`src/rtl/fifo_bank_pkg.sv`:
```
// Shared constants and helpers for the fifo_bank channel array.
package fifo_bank_pkg;

    localparam int DROP_W = 8;
    localparam logic [DROP_W-1:0] DROP_MAX = 8'd255;

    // Occupancy must represent 0..depth inclusive, hence depth+1 states.
    function automatic int cntWidth(input int depth);
        return $clog2(depth + 1);
    endfunction

endpackage

```
`src/rtl/fifo_bank_if.sv`:
```
// Bundled per-channel push/pop bus for fifo_bank; broadcast signals exist only with FIFO_BANK_BCAST_EN.
interface fifo_bank_if
    import fifo_bank_pkg::*;
#(
    parameter int PCKG_SZ = 32,
    parameter int DRVRS   = 4
);

    logic [DRVRS-1:0]                push;
    logic [DRVRS-1:0][PCKG_SZ-1:0]   D_push;
    logic [DRVRS-1:0]                pop;
    logic [DRVRS-1:0][PCKG_SZ-1:0]   D_pop;
    logic [DRVRS-1:0]                pndng;
    logic [DRVRS-1:0]                full;
    logic [DRVRS-1:0][DROP_W-1:0]    drop_cnt;
`ifdef FIFO_BANK_BCAST_EN
    logic                            bcast_push;
    logic [PCKG_SZ-1:0]              D_bcast;
`endif

    modport master (
`ifdef FIFO_BANK_BCAST_EN
        output bcast_push, D_bcast,
`endif
        output push, D_push, pop,
        input  D_pop, pndng, full, drop_cnt
    );

    modport slave (
`ifdef FIFO_BANK_BCAST_EN
        input  bcast_push, D_bcast,
`endif
        input  push, D_push, pop,
        output D_pop, pndng, full, drop_cnt
    );

endinterface

```
`src/rtl/fifo_chan.sv`:
```
// One first-word-fall-through channel: circular storage, pointers, occupancy and saturating drop counter.
module fifo_chan
    import fifo_bank_pkg::*;
#(
    parameter int PCKG_SZ = 32,
    parameter int DEPTH   = 8
) (
    input  logic               clk,
    input  logic               reset,
    input  logic               push_i,
    input  logic [PCKG_SZ-1:0] data_i,
    input  logic               pop_i,
    input  logic               collide_i,
    output logic [PCKG_SZ-1:0] data_o,
    output logic               pndng_o,
    output logic               full_o,
    output logic [DROP_W-1:0]  dropCnt_o
);

    localparam int CNT_W = cntWidth(DEPTH);
    localparam int PTR_W = $clog2(DEPTH);
    localparam logic [CNT_W-1:0] CNT_FULL = CNT_W'(DEPTH);
    localparam logic [CNT_W-1:0] CNT_ONE  = CNT_W'(1);
    localparam logic [PTR_W-1:0] PTR_LAST = PTR_W'(DEPTH - 1);

    logic [PCKG_SZ-1:0] mem_q [DEPTH];
    logic [PTR_W-1:0]   wrPtr_q, wrPtr_d, rdPtr_q, rdPtr_d;
    logic [PTR_W-1:0]   wrNext, rdNext;
    logic [CNT_W-1:0]   count_q, count_d;
    logic [PCKG_SZ-1:0] head_q, head_d;
    logic [DROP_W-1:0]  drop_q, drop_d;
    logic               doPop, doPush;
    logic [1:0]         dropInc;
    logic [DROP_W:0]    dropSum;

    // A full channel still accepts a push when the head leaves in the same cycle.
    always_comb begin
        doPop   = pop_i && (count_q != '0);
        doPush  = push_i && ((count_q != CNT_FULL) || doPop);
        wrNext  = (wrPtr_q == PTR_LAST) ? '0 : wrPtr_q + 1'b1;
        rdNext  = (rdPtr_q == PTR_LAST) ? '0 : rdPtr_q + 1'b1;
        wrPtr_d = doPush ? wrNext : wrPtr_q;
        rdPtr_d = doPop ? rdNext : rdPtr_q;
        count_d = count_q + CNT_W'(doPush) - CNT_W'(doPop);

        dropInc = 2'(push_i && !doPush) + 2'(collide_i);
        dropSum = {1'b0, drop_q} + (DROP_W+1)'(dropInc);
        drop_d  = (dropSum > {1'b0, DROP_MAX}) ? DROP_MAX : dropSum[DROP_W-1:0];

        // Head register holds its last value once the channel drains.
        head_d = head_q;
        if (doPop) begin
            if (count_q > CNT_ONE) begin
                head_d = mem_q[rdNext];
            end else if (doPush) begin
                head_d = data_i;
            end
        end else if (doPush && (count_q == '0)) begin
            head_d = data_i;
        end
    end

    always_ff @(posedge clk) begin
        if (doPush && !reset) begin
            mem_q[wrPtr_q] <= data_i;
        end
    end

    always_ff @(posedge clk) begin
        if (reset) begin
            wrPtr_q <= '0;
            rdPtr_q <= '0;
            count_q <= '0;
            head_q  <= '0;
            drop_q  <= '0;
        end else begin
            wrPtr_q <= wrPtr_d;
            rdPtr_q <= rdPtr_d;
            count_q <= count_d;
            head_q  <= head_d;
            drop_q  <= drop_d;
        end
    end

    assign data_o    = head_q;
    assign pndng_o   = (count_q != '0);
    assign full_o    = (count_q == CNT_FULL);
    assign dropCnt_o = drop_q;

endmodule

```
`src/rtl/fifo_bank.sv`:
```
// Array of DRVRS independent FWFT channels; define FIFO_BANK_BCAST_EN to add a broadcast write to all channels.
module fifo_bank
    import fifo_bank_pkg::*;
#(
    parameter int PCKG_SZ = 32,
    parameter int DRVRS   = 4,
    parameter int DEPTH   = 8
) (
    input  logic      clk,
    input  logic      reset,
    fifo_bank_if.slave bus
);

    logic               chPush    [DRVRS];
    logic               chCollide [DRVRS];
    logic [PCKG_SZ-1:0] chData    [DRVRS];
    logic [PCKG_SZ-1:0] chDPop    [DRVRS];
    logic               chPndng   [DRVRS];
    logic               chFull    [DRVRS];
    logic [DROP_W-1:0]  chDrop    [DRVRS];

    // Broadcast wins the write port; a coinciding local push is counted as a drop.
    always_comb begin
        for (int i = 0; i < DRVRS; i++) begin
`ifdef FIFO_BANK_BCAST_EN
            chPush[i]    = bus.bcast_push | bus.push[i];
            chData[i]    = bus.bcast_push ? bus.D_bcast : bus.D_push[i];
            chCollide[i] = bus.bcast_push & bus.push[i];
`else
            chPush[i]    = bus.push[i];
            chData[i]    = bus.D_push[i];
            chCollide[i] = 1'b0;
`endif
        end
    end

    for (genvar g = 0; g < DRVRS; g++) begin : gChan
        fifo_chan #(
            .PCKG_SZ (PCKG_SZ),
            .DEPTH   (DEPTH)
        ) uChan (
            .clk       (clk),
            .reset     (reset),
            .push_i    (chPush[g]),
            .data_i    (chData[g]),
            .pop_i     (bus.pop[g]),
            .collide_i (chCollide[g]),
            .data_o    (chDPop[g]),
            .pndng_o   (chPndng[g]),
            .full_o    (chFull[g]),
            .dropCnt_o (chDrop[g])
        );
    end

    always_comb begin
        for (int i = 0; i < DRVRS; i++) begin
            bus.D_pop[i]    = chDPop[i];
            bus.pndng[i]    = chPndng[i];
            bus.full[i]     = chFull[i];
            bus.drop_cnt[i] = chDrop[i];
        end
    end

endmodule

```
`src/flat_wrapper.sv`:
```
// flat-port wrapper written by rule: the top's interface ports become plain ports
module fifo_bank_flat import fifo_bank_pkg::*;
#(
    parameter int PCKG_SZ = 32,
    parameter int DRVRS   = 4,
    parameter int DEPTH   = 8
)
  (clk, reset, bus_push, bus_D_push, bus_pop, bus_D_pop, bus_pndng, bus_full, bus_drop_cnt);
  fifo_bank_if #(.PCKG_SZ(PCKG_SZ), .DRVRS(DRVRS)) bus_i ();
  input  logic clk;
  input  logic reset;
  input wire logic [$bits(bus_i.push)-1:0] bus_push;
  input wire logic [$bits(bus_i.D_push)-1:0] bus_D_push;
  input wire logic [$bits(bus_i.pop)-1:0] bus_pop;
  output wire logic [$bits(bus_i.D_pop)-1:0] bus_D_pop;
  output wire logic [$bits(bus_i.pndng)-1:0] bus_pndng;
  output wire logic [$bits(bus_i.full)-1:0] bus_full;
  output wire logic [$bits(bus_i.drop_cnt)-1:0] bus_drop_cnt;
  assign bus_i.push = bus_push;
  assign bus_i.D_push = bus_D_push;
  assign bus_i.pop = bus_pop;
  assign bus_D_pop = bus_i.D_pop;
  assign bus_pndng = bus_i.pndng;
  assign bus_full = bus_i.full;
  assign bus_drop_cnt = bus_i.drop_cnt;
  fifo_bank #(.PCKG_SZ(PCKG_SZ), .DRVRS(DRVRS), .DEPTH(DEPTH)) u_core (.clk(clk), .reset(reset), .bus(bus_i));
endmodule
```
`config.mk`:
```
export PLATFORM = sky130hd
export DESIGN_NAME = fifo_bank_flat
export DESIGN_NICKNAME = d
export VERILOG_FILES = /design/src/rtl/fifo_bank_pkg.sv /design/src/rtl/fifo_bank_if.sv /design/src/rtl/fifo_chan.sv /design/src/rtl/fifo_bank.sv /design/src/flat_wrapper.sv
export SDC_FILE = /design/constraint.sdc
export NUM_CORES = 2
export LEC_CHECK = 0
export BUFFER_PORTS_ARGS = -buffer_cell sky130_fd_sc_hd__buf_2
export CORE_UTILIZATION = 35
export CTS_BUF_LIST = sky130_fd_sc_hd__clkbuf_8 sky130_fd_sc_hd__clkbuf_16
export DETAILED_ROUTE_END_ITERATION = 6
export PLACE_DENSITY = 0.58
export SYNTH_ARGS = -nofsm -noshare
export SYNTH_HDL_FRONTEND = slang
export SYNTH_SLANG_ARGS = --single-unit
```
`constraint.sdc`:
```
create_clock -name clk -period 7 [get_ports clk]
set_input_delay 0.7 -clock clk [delete_from_list [all_inputs] [get_ports clk]]
set_output_delay 0.7 -clock clk [all_outputs]
set_load 0.1 [all_outputs]
```
==> summary.md <==
| Metric | Value |
|---|---|
| Layout Nets | about 3900 |
| Iteration-0 DRC Markers | about 2400 |
| Clock sinks | roughly 1200 |
| Num CTS Buffers | between 100 and 150 |
| Max Cap Violations | 0 |
| Max stage delay on crit path | roughly 800 ps |
| Cell taking the most area after synthesis | edfxtp_1 |
| Final Instance Count excl. Fillers | approximately 5700 |
| Highest routed layer | met5 |
| Register area share after synthesis | 71.21% |
| Register area | 0.03476 mm² |
| Design Area, Final | around 0.057 mm² |
| Placed Cells | between 5000 and 6000 |
| Clk slew on worst S/H paths | 60 ps |
| Routed met3 length | roughly 7700 µm |
| Largest net degree at the start of global routing | 80 |
| Most frequent CP cell | buf_4 |
| Maximum buffer depth of the clock tree | 3 |
| CP Max Fanout | between 40 and 50 |
| DR WL/cell | about 22 µm |
| First-pass DRT Iterations | 5 |
| Area grow syn2layout | 16.76% |
| Setup_tns | 0 ps |
| Hold Crit Class | primary input to register |
| Cell with the most instances after synthesis | edfxtp_1 |
| Yosys top cell area share | 63.00% |
| Crit-path cells | ha_1 > ha_2 > buf_4 > and3b_1 > buf_4 > nand2_1 > a32oi_1 > a211oi_1 |
| Clock Skew | slightly above 40 ps |
| Global route overflow | 0 |
| Share of cells above drive strength 1 | between 15 and 20% |
| Final worst slack | roughly 2800 ps |
| Fmax | 238.2 MHz |
| Kind of cell adding the most delay to the critical path | adder cells |
| Via count | approximately 30000 |
| Antenna Nets Post-Route | 0 |
| Hold_buf cts | 0 |
| Syn_nets | around 3700 |
| Vias in the first global route | approximately 30000 |
| H-tree depth | 4 |
| Reg2Reg Launch Point | u_core.gChan[2].uChan.rdPtr_q[0]$_SDFFE_PP0N_ |
| Die H | about 380 µm |
| DIE AREA | between 0.1 and 0.15 mm² |
| Die width | around 380 µm |
| Crit end category | register |
| Total power | between 0.02 and 0.025 W |
| Initial core utilization | about 35% |
| Unrepaired setup endpoints after global routing | false |
| Top FF cell, synth | edfxtp_1 |
| Post-Place Setup Slack | approximately 2900 ps |
| CTS tree | yes |
| Post-CTS setup buffer count | 0 |
| Top cells by area, synth | edfxtp_1, dfxtp_1, mux2i_1 |
| Rows | 136 |
| Syn Area/Cell | between 10 and 15 µm² |
| Routed wire length | between 100000 and 150000 µm |
| Worst-margin pin slew | between 1000 and 1500 ps |
| Cells after Synth | between 3000 and 4000 |
| Critical Path RT | around 7600 ps |
| # fillers | ~13000 |
| Status | finished, final reports clean |
| Max VDD drop | around 340 µV |
| Resize count post-CTS | 0 |
| Synthesized cell area | between 0.04 and 0.05 mm² |
| Ys async rst share | 0% |
| Hold Fails Final Rpt | 0 |
| Area of the multi-input gates | 0.01315 mm² |
| Remaining DRCs | 0 |
| Crit Path Category | register to register |
| CP startpoint | u_core.gChan[2].uChan.rdPtr_q[0]$_SDFFE_PP0N_ |
| Core Region | 0.1378 mm² |
| Slew headroom | 15.47% |
| Fin. max-slew vios | 0 |
| Initial antenna violation count | 15 |
| Top cells by count, synth | edfxtp_1, nand2_1, mux2i_1 |
| Final period util | roughly three fifths |
| Via density | around 5.3 |
| Detailed Place HPWL | about 70000 µm |
| Num ports | ~300 |
| Worst EP arrival | 4770 ps |
| CP Buf/Inv Count | 2 |
| Flops & latches, synth | approximately 1200 |
| Placed Instance Area | around 0.052 mm² |
| YS warnings | 0 |
| PwrDens | roughly 400 mW/mm² |
| First-pass GRT wire length | between 150000 and 200000 µm |
| GRT Total Usage | 17.44% |
| Post-Route M1 WL | 56070 µm |
| Post-synth EDFFs | just over 1000 |
| Root Buffer | clkbuf_16 |
| Worst setup SP type | register |
| LEAKAGE | 19.37 nW |
| Final Critical Period | between 4000 and 5000 ps |
| Port Buf Inserts | roughly 310 |
| Synth unique cells | 52 |
| Wire length on met2 | just under 60000 µm |
| Placer Congestion | around 0.75 |
| Final setup violation count | 0 |
| Worst hold start | bus_D_push[26] |
| Clock Latency Late Sink | about 750 ps |
| Critical-path top delay cell | and3b_1 |
## per-stage QoR
| step | util (%) | hold WS, ps |
|---|---|---|
| 2_1_floorplan | - | 440.0 |
| 3_3_place_gp | 37.97 | 447.4 |
| 3_5_place_dp | 37.97 | 455.0 |
| 4_1_cts | 41.33 | 165.5 |
| 5_1_grt | 41.34 | 194.8 |
| 6_report | 41.35 | 234.5 |
## cell type report
class / instances / area share (%)
Inverter: 24 / 0.1581
Tap cell: 1794 / 3.939
Antenna cell: 10 / 0.04391
Sequential cell: 1224 / 61.00
Timing Repair Buffer: 379 / 3.669
Multi-Input combinational cell: 1992 / 23.07
Clock inverter: 96 / 1.647
Clock buffer: 155 / 6.470
## cells by family (layout without fill, tap and decap cells)
kind of cell               count (synthesis)  after routing  share of synthesized area (%)
AOI/OAI and AO/OA                        711            711                          10.11
muxes                                    263            263                          5.522
and+or+nand+nor                          939            939                          8.791
DFF                                     1224           1224                          71.21
other                                      0             10                              0
adders and majority gates                 51             51                          1.369
xor gates and xnor gates                  28             28                         0.5025
buffers and inverters                    279            654                          2.497
## registers in the layout, indices dropped and copies added, names as in the netlist
signal	cells
u_core.gChan.uChan.mem_q	1024
u_core.gChan.uChan.data_o	128
u_core.gChan.uChan.dropCnt_o	32
u_core.gChan.uChan.count_q	16
u_core.gChan.uChan.rdPtr_q	12
u_core.gChan.uChan.wrPtr_q	12
## worst paths after layout
path / end / slack, ps / depth (start not counted)
min reg2reg: u_core.gChan[3].uChan.rdPtr_q[2]$_SDFFE_PP0N_ / 460 / 2
min: u_core.gChan[0].uChan.mem_q[5][26]$_DFFE_PP_ / 230 / 1
max: u_core.gChan[2].uChan.data_o[17]$_SDFFE_PP0P_ / 2800 / 8
max reg2reg: u_core.gChan[2].uChan.data_o[17]$_SDFFE_PP0P_ / 2800 / 8
## worst reg2reg max path, stage by stage (launching register included)
cell and delay (ps):
dfxtp_4 760, ha_1 280, ha_2 780, buf_4 610, and3b_1 810, buf_4 400
nand2_1 110, a32oi_1 190, a211oi_1 90
## routing by layer
layer / vias to the layer above / track usage, %
li1: 13950 / -
met1: 15110 / 23.92
met2: 872 / 27.98
met5: - / 0
met4: 10 / 5.067
met3: 188 / 3.436
## cell usage in the layout, fill, tap and decap left out, drive strengths merged, types with 4 or more instances in the layout
cell type / netlist / final
a211oi: 100 / 100
a21o: 4 / 4
a21oi: 154 / 154
a221oi: 32 / 32
a22oi: 54 / 54
a311oi: 32 / 32
a32oi: 36 / 36
and2: 4 / 4
and3: 8 / 8
buf: 86 / 378
bufinv: 0 / 10
clkbuf: 169 / 156
clkinv: 0 / 39
dfxtp: 200 / 200
diode: 0 / 10
edfxtp: 1024 / 1024
fa: 4 / 4
ha: 47 / 47
inv: 24 / 68
mux2i: 258 / 258
mux4: 5 / 5
nand2: 338 / 338
nand2b: 11 / 11
nand3: 237 / 237
nand4: 31 / 31
nor2: 178 / 178
nor2b: 50 / 50
nor3: 45 / 45
nor3b: 10 / 10
o2111ai: 5 / 5
o211ai: 66 / 66
o21ai: 129 / 129
o221ai: 32 / 32
o22a: 64 / 64
or2: 10 / 10
or3: 5 / 5
or3b: 5 / 5
xnor2: 12 / 12
xor2: 16 / 16
## where the power goes
| group | switching, W | internal [W] | total [W] |
|---|---|---|---|
| sequential | 0.000403 | 0.00842 | 0.00883 |
| combinational | 0.00523 | 0.00168 | 0.00691 |
| clock | 0.00302 | 0.00419 | 0.00722 |
| total | 0.00865 | 0.0143 | 0.0229 |
Power figures use the tool's default switching activity.
